[config.mk]
export PLATFORM = sky130hd
export DESIGN_NAME = ram_read_sequencer
export DESIGN_NICKNAME = d
export VERILOG_FILES = /design/src/rtl/ram_read_sequencer.sv
export SDC_FILE = /design/constraint.sdc
export NUM_CORES = 1
export LEC_CHECK = 0
export CAP_MARGIN = 30
export CORE_MARGIN = 5
export CORE_UTILIZATION = 40
export CTS_BUF_LIST = sky130_fd_sc_hd__clkbuf_8
export DETAILED_ROUTE_END_ITERATION = 10
export GPL_ROUTABILITY_DRIVEN = 0
export PLACE_DENSITY = 0.86
export SYNTH_ARGS = -nofsm -noshare
export SYNTH_HDL_FRONTEND = slang
export SYNTH_SLANG_ARGS = --single-unit
[constraint.sdc]
create_clock -name clk_i -period 2.1 [get_ports clk_i]
set_clock_uncertainty 0.2 [all_clocks]
set_input_delay 0.42 -clock clk_i [delete_from_list [all_inputs] [get_ports clk_i]]
set_output_delay 0.42 -clock clk_i [all_outputs]
set_load 0.05 [all_outputs]
[src/rtl/ram_read_sequencer.sv]
`default_nettype none
// ============================================================================
// Module      : ram_read_sequencer
// Description : Replays each ram_logic buffer to every enabled consumer in
//               ascending index order over one shared read port.
//               Optional stall watchdog enabled by defining RRS_TIMEOUT_EN.
// Revision    : 1.0 - initial release
// ============================================================================
module ram_read_sequencer #(
    parameter int NUM_CONSUMERS  = 3,
    parameter int BUFFER_DEPTH   = 16,
    parameter int TIMEOUT_CYCLES = 65536
) (
    input  logic                     clk_i,
    input  logic                     rst_i,
    input  logic                     ram_buffer_ready_i,
    input  logic [23:0]              ram_read_data_i,
    input  logic                     ram_read_valid_i,
    output logic                     ram_read_ready_o,
    output logic                     ram_rewind_o,
    input  logic [NUM_CONSUMERS-1:0] cons_enable_i,
    output logic [NUM_CONSUMERS-1:0] cons_buffer_ready_o,
    output logic [23:0]              cons_read_data_o,
    output logic [NUM_CONSUMERS-1:0] cons_read_valid_o,
    input  logic [NUM_CONSUMERS-1:0] cons_read_ready_i,
    output logic [NUM_CONSUMERS-1:0] grant_o,
    output logic                     busy_o,
    output logic [7:0]               overrun_count_o,
    output logic                     timeout_o
);

    localparam int                    C_BEAT_W    = $clog2(BUFFER_DEPTH) + 1;
    localparam logic [C_BEAT_W-1:0]   C_BEAT_LAST = C_BEAT_W'(BUFFER_DEPTH - 1);

    typedef enum logic [2:0] {
        S_IDLE     = 3'd0,
        S_REWIND   = 3'd1,
        S_ANNOUNCE = 3'd2,
        S_STREAM   = 3'd3,
        S_NEXT     = 3'd4
    } state_t;

    state_t                     r_state_q,   w_state_d;
    logic [NUM_CONSUMERS-1:0]   r_grant_q,   w_grant_d;
    logic [NUM_CONSUMERS-1:0]   r_pending_q, w_pending_d;
    logic [C_BEAT_W-1:0]        r_beat_q,    w_beat_d;
    logic [7:0]                 r_ovf_q,     w_ovf_d;
    logic [NUM_CONSUMERS-1:0]   w_remaining;
    logic                       w_owner_ready;
    logic                       w_beat;
    logic                       w_timeout;

    function automatic logic [NUM_CONSUMERS-1:0] f_lowest(input logic [NUM_CONSUMERS-1:0] v);
        f_lowest = '0;
        for (int i = NUM_CONSUMERS - 1; i >= 0; i--) begin
            if (v[i]) begin
                f_lowest    = '0;
                f_lowest[i] = 1'b1;
            end
        end
    endfunction

    assign w_owner_ready = |(cons_read_ready_i & r_grant_q);
    assign w_beat        = (r_state_q == S_STREAM) && ram_read_valid_i && w_owner_ready;
    assign w_remaining   = r_pending_q & ~r_grant_q;

    always_ff @(posedge clk_i) begin
        if (rst_i) begin
            r_state_q   <= S_IDLE;
            r_grant_q   <= '0;
            r_pending_q <= '0;
            r_beat_q    <= '0;
            r_ovf_q     <= 8'd0;
        end else begin
            r_state_q   <= w_state_d;
            r_grant_q   <= w_grant_d;
            r_pending_q <= w_pending_d;
            r_beat_q    <= w_beat_d;
            r_ovf_q     <= w_ovf_d;
        end
    end

    always_comb begin
        w_state_d   = r_state_q;
        w_grant_d   = r_grant_q;
        w_pending_d = r_pending_q;
        w_beat_d    = r_beat_q;
        w_ovf_d     = r_ovf_q;

        case (r_state_q)
            S_IDLE: begin
                // The first consumer reads from buffer start, so no rewind here
                if (ram_buffer_ready_i && (cons_enable_i != '0)) begin
                    w_pending_d = cons_enable_i;
                    w_grant_d   = f_lowest(cons_enable_i);
                    w_state_d   = S_ANNOUNCE;
                end
            end
            S_REWIND: begin
                w_state_d = S_ANNOUNCE;
            end
            S_ANNOUNCE: begin
                w_beat_d  = '0;
                w_state_d = S_STREAM;
            end
            S_STREAM: begin
                if (w_beat) begin
                    w_beat_d = r_beat_q + C_BEAT_W'(1);
                    if (r_beat_q == C_BEAT_LAST) begin
                        w_state_d = S_NEXT;
                    end
                end else if (w_timeout) begin
                    w_state_d = S_NEXT;
                end
            end
            S_NEXT: begin
                w_pending_d = w_remaining;
                if (w_remaining != '0) begin
                    w_grant_d = f_lowest(w_remaining);
                    w_state_d = S_REWIND;
                end else begin
                    w_grant_d = '0;
                    w_state_d = S_IDLE;
                end
            end
            default: begin
                w_grant_d   = '0;
                w_pending_d = '0;
                w_state_d   = S_IDLE;
            end
        endcase

        if (ram_buffer_ready_i && (r_state_q != S_IDLE) && (r_ovf_q != 8'hFF)) begin
            w_ovf_d = r_ovf_q + 8'd1;
        end
    end

`ifdef RRS_TIMEOUT_EN
    localparam int                  C_STALL_W    = $clog2(TIMEOUT_CYCLES) + 1;
    localparam logic [C_STALL_W-1:0] C_STALL_LAST = C_STALL_W'(TIMEOUT_CYCLES - 1);

    logic [C_STALL_W-1:0] r_stall_q, w_stall_d;

    // Held at zero outside STREAM so every consumer starts with a fresh budget
    always_comb begin
        w_stall_d = '0;
        if ((r_state_q == S_STREAM) && !w_beat) begin
            w_stall_d = r_stall_q + C_STALL_W'(1);
        end
    end

    always_ff @(posedge clk_i) begin
        if (rst_i) begin
            r_stall_q <= '0;
        end else begin
            r_stall_q <= w_stall_d;
        end
    end

    assign w_timeout = (r_state_q == S_STREAM) && !w_beat && (r_stall_q == C_STALL_LAST);
`else
    if (TIMEOUT_CYCLES < 1) begin : g_timeout_disabled
    end

    assign w_timeout = 1'b0;
`endif

    assign ram_read_ready_o    = (r_state_q == S_STREAM) && w_owner_ready;
    assign ram_rewind_o        = (r_state_q == S_REWIND);
    assign cons_buffer_ready_o = (r_state_q == S_ANNOUNCE) ? r_grant_q : '0;
    assign cons_read_data_o    = ram_read_data_i;
    assign cons_read_valid_o   = ((r_state_q == S_STREAM) && ram_read_valid_i) ? r_grant_q : '0;
    assign grant_o             = r_grant_q;
    assign busy_o              = (r_state_q != S_IDLE);
    assign overrun_count_o     = r_ovf_q;
    assign timeout_o           = w_timeout;

endmodule
`default_nettype wire

==> out/summary.txt, run 1 <==
Max Fclk -> 0.491 GHz
first-pass GRT wire length -> 5860 microns
Mapped Cells -> 172
area of the die -> 4900 sq um
RSZ-0062 raised after global routing -> no
Antenna Nets Post-Route -> 0
fraction of layout cells with a size suffix above 1 -> 0.270
total CTS buffers -> 3
final instance area -> 1790 sq um
GRT overflow -> 0
Seq/Total Area, Yosys -> 0.306
CP Launch Type -> register
clock buffer depth -> 2
via count -> 1,250
total track usage -> 0.142
vias in the first global route -> 1,240
Post-Layout Cell Count -> 235
worst path required time -> 1.48 ns
Critical Path End -> cons_buffer_ready_o[1]
Final Cycle Share -> 0.971
Slew Viols, Final -> 0
# placed instances -> 231
floorplan die height -> 70 microns
drc violations -> 0
root buf cell -> clkbuf_8
core area -> 3420 sq um
crit path time final -> 2.04 ns
Final Util -> 0.523
CP arrival -> 1.42 ns
#FFs+latches synth -> 22
status -> finished, final reports clean
HPWL after DPL -> 2540 microns
Synth Area per Inst -> 8.37 sq um
Worst-Margin Slew -> 0.511 ns
CP startpoint -> r_state_q[0]
CTS tree -> done
clk_lat worst skew -> 0.26 ns
Post-DP Area -> 1730 sq um
Power Density -> 587 nW/um^2
crit path max fanout -> 8
clk slew on worst S/H paths -> 0.08 ns
CTS sink cnt -> 22
worst r2r src -> r_beat_q[1]
H-tree lvl count -> 1
Post-Syn Nets -> 209
diodes inserted -> 0
final hold viol count -> 0
Relative slew margins -> 0.654
total power -> 1.05 mW
Die Wd -> 70 microns
r2r endpoint -> r_state_q[0]
Nets -> 228
EDFF count, synth -> 0
worst hold path class -> reg2reg
initial antenna violation count -> 0
post-synthesis cell type count -> 48
IR drop worst, VDD -> 266 uV
Final Setup Violations -> 0
post-DR vias/cell -> 5.32
pin count of the biggest net entering global routing -> 15
Reg2Reg Depth -> 6
Pre-antenna DRT Iters -> 4
max-cap viol count -> 0
Area Overhead vs Synth -> 24.2%
Async SR Flop Fraction -> 0
Lkg Pwr -> 0.758 nW
synthesized area -> 1440 sq um
Setup CP Type -> reg2out
CP endpoint kind -> output pin
initial drt markers -> 62
hold-fix buffers at CTS -> 0
Initial Util -> 0.422
Setup TNS -> 0 ns
Avg WL per Cell -> 14.5 microns
Syn. warnings -> 0
I/O Pins -> 79
# port buffers -> 29
Reg2Reg Setup Slack -> 0.13 ns
WL final -> 3400 microns
std cell rows -> 21
ys flop type -> dfxtp_1
==> how the worst min path moves through the flow <==
stage | from | endpoint | slack (ns) | cells past startpoint
3_3_place_gp | r_pending_q[0] | r_pending_q[0] | 0.23 | 1
6_report | r_pending_q[0] | r_pending_q[0] | 0.27 | 1
5_1_grt | r_pending_q[0] | r_pending_q[0] | 0.28 | 1
4_1_cts | r_pending_q[0] | r_pending_q[0] | 0.27 | 1
3_5_place_dp | r_pending_q[0] | r_pending_q[0] | 0.25 | 1
2_1_floorplan | r_pending_q[0] | r_pending_q[0] | 0.22 | 1
==> power breakdown <==
part | leakage (nW) | total, mW | internal [mW] | switching (mW)
registers | 0.180 | 0.471 | 0.441 | 0.0306
clock network | 0.0216 | 0.257 | 0.128 | 0.130
logic | 0.556 | 0.321 | 0.142 | 0.179
total | 0.758 | 1.05 | 0.710 | 0.340
==> Yosys cell counts (all sizes together), types with 2 or more instances <==
cell | count | area (sq um)
a211oi | 4 | 30.0
a21o | 3 | 22.5
a21oi | 3 | 15.0
a311oi | 2 | 17.5
and2 | 3 | 18.8
and3 | 4 | 25.0
buf | 29 | 225
clkbuf | 2 | 7.51
dfxtp | 22 | 440
ha | 3 | 37.5
inv | 8 | 30.0
mux2i | 5 | 50.1
nand2 | 7 | 26.3
nand2b | 2 | 12.5
nand3 | 4 | 20.0
nand4 | 2 | 12.5
nor2 | 26 | 100
nor2b | 4 | 25.0
nor3 | 7 | 40.0
nor3b | 3 | 27.5
nor4 | 2 | 12.5
o31a | 2 | 17.5
o32ai | 2 | 17.5
xnor2 | 3 | 26.3
==> cell type report <==
cell class,instances,area (sq um)
multi-input cells,111,744
clock buffers,3,41.3
flip-flops and latches,22,447
well taps,46,57.6
repair buffers,45,468
fillers,322,1630
inverters,8,30.0
==> layout by cell type, fill, tap and decap left out, types with 3 or more instances in the layout <==
cell type	netlist	final
inv_1	8	8
nor3_1	6	6
and2_1	3	3
a21o_1	3	3
nand2_1	7	7
buf_4	27	27
a211oi_1	4	4
a21oi_1	3	3
clkbuf_8	0	3
nor2b_1	4	4
nand3_1	4	4
and3_1	4	4
ha_1	3	3
xnor2_1	3	3
dfxtp_1	22	19
mux2i_1	5	5
nor2_1	25	24
buf_12	0	8
clkdlybuf4s50_1	0	6
==> cells by family after synthesis <==
kind of cell | after synthesis | synth area share
compound gates | 28 | 0.154
xor+xnor | 4 | 0.0243
fa+ha+maj | 3 | 0.0261
buf+inv | 39 | 0.182
flops | 22 | 0.306
mux | 6 | 0.0426
other cells | 1 | 0.00260
simple gates | 69 | 0.262
==> state kept, by name, summed over array words and instances (netlist names) <==
name,cells
grant_o,3
overrun_count_o,8
r_beat_q,5
r_pending_q,3
r_state_q,3
==> layer usage <==
| layer | part of all wire | up-vias | global-route usage |
|---|---|---|---|
| met5 | 0 | - | 0 |
| met4 | 0.0085 | 0 | 0.0532 |
| met3 | 0.053 | 4 | 0.0359 |
| met2 | 0.50 | 30 | 0.250 |
| met1 | 0.44 | 605 | 0.164 |
| li1 | - | 611 | - |
==> what timing repair did <==
item	4_1_cts	5_1_grt
endpoints found under the setup margin	1	2
pin swaps	1	1
gates resized for setup	4	4
setup buffers	1	0
==> worst max-delay path, cell delays in order, from the launching register on <==
cell	delay, ns
dfxtp_2	0.37
buf_4	0.17
nor3b_2	0.24
and2_1	0.23
buf_12	0.15
==> metrics by stage <==
| step | hold slack (ns) | worst slack [ns] |
|---|---|---|
| floorplan | 0.219 | 0.0226 |
| global placement | 0.225 | -0.125 |
| detailed placement | 0.249 | -0.134 |
| CTS | 0.267 | 0.00955 |
| global route | 0.283 | 0.00718 |
| finish | 0.268 | 0.0618 |
(Power assumes the default switching activity.)
==> run 2, diff against run 1 <==
- SLEW_MARGIN: default -> 30
==> results of run 2 <==
Final layout, timing and power as in run 1 (identical DEF).
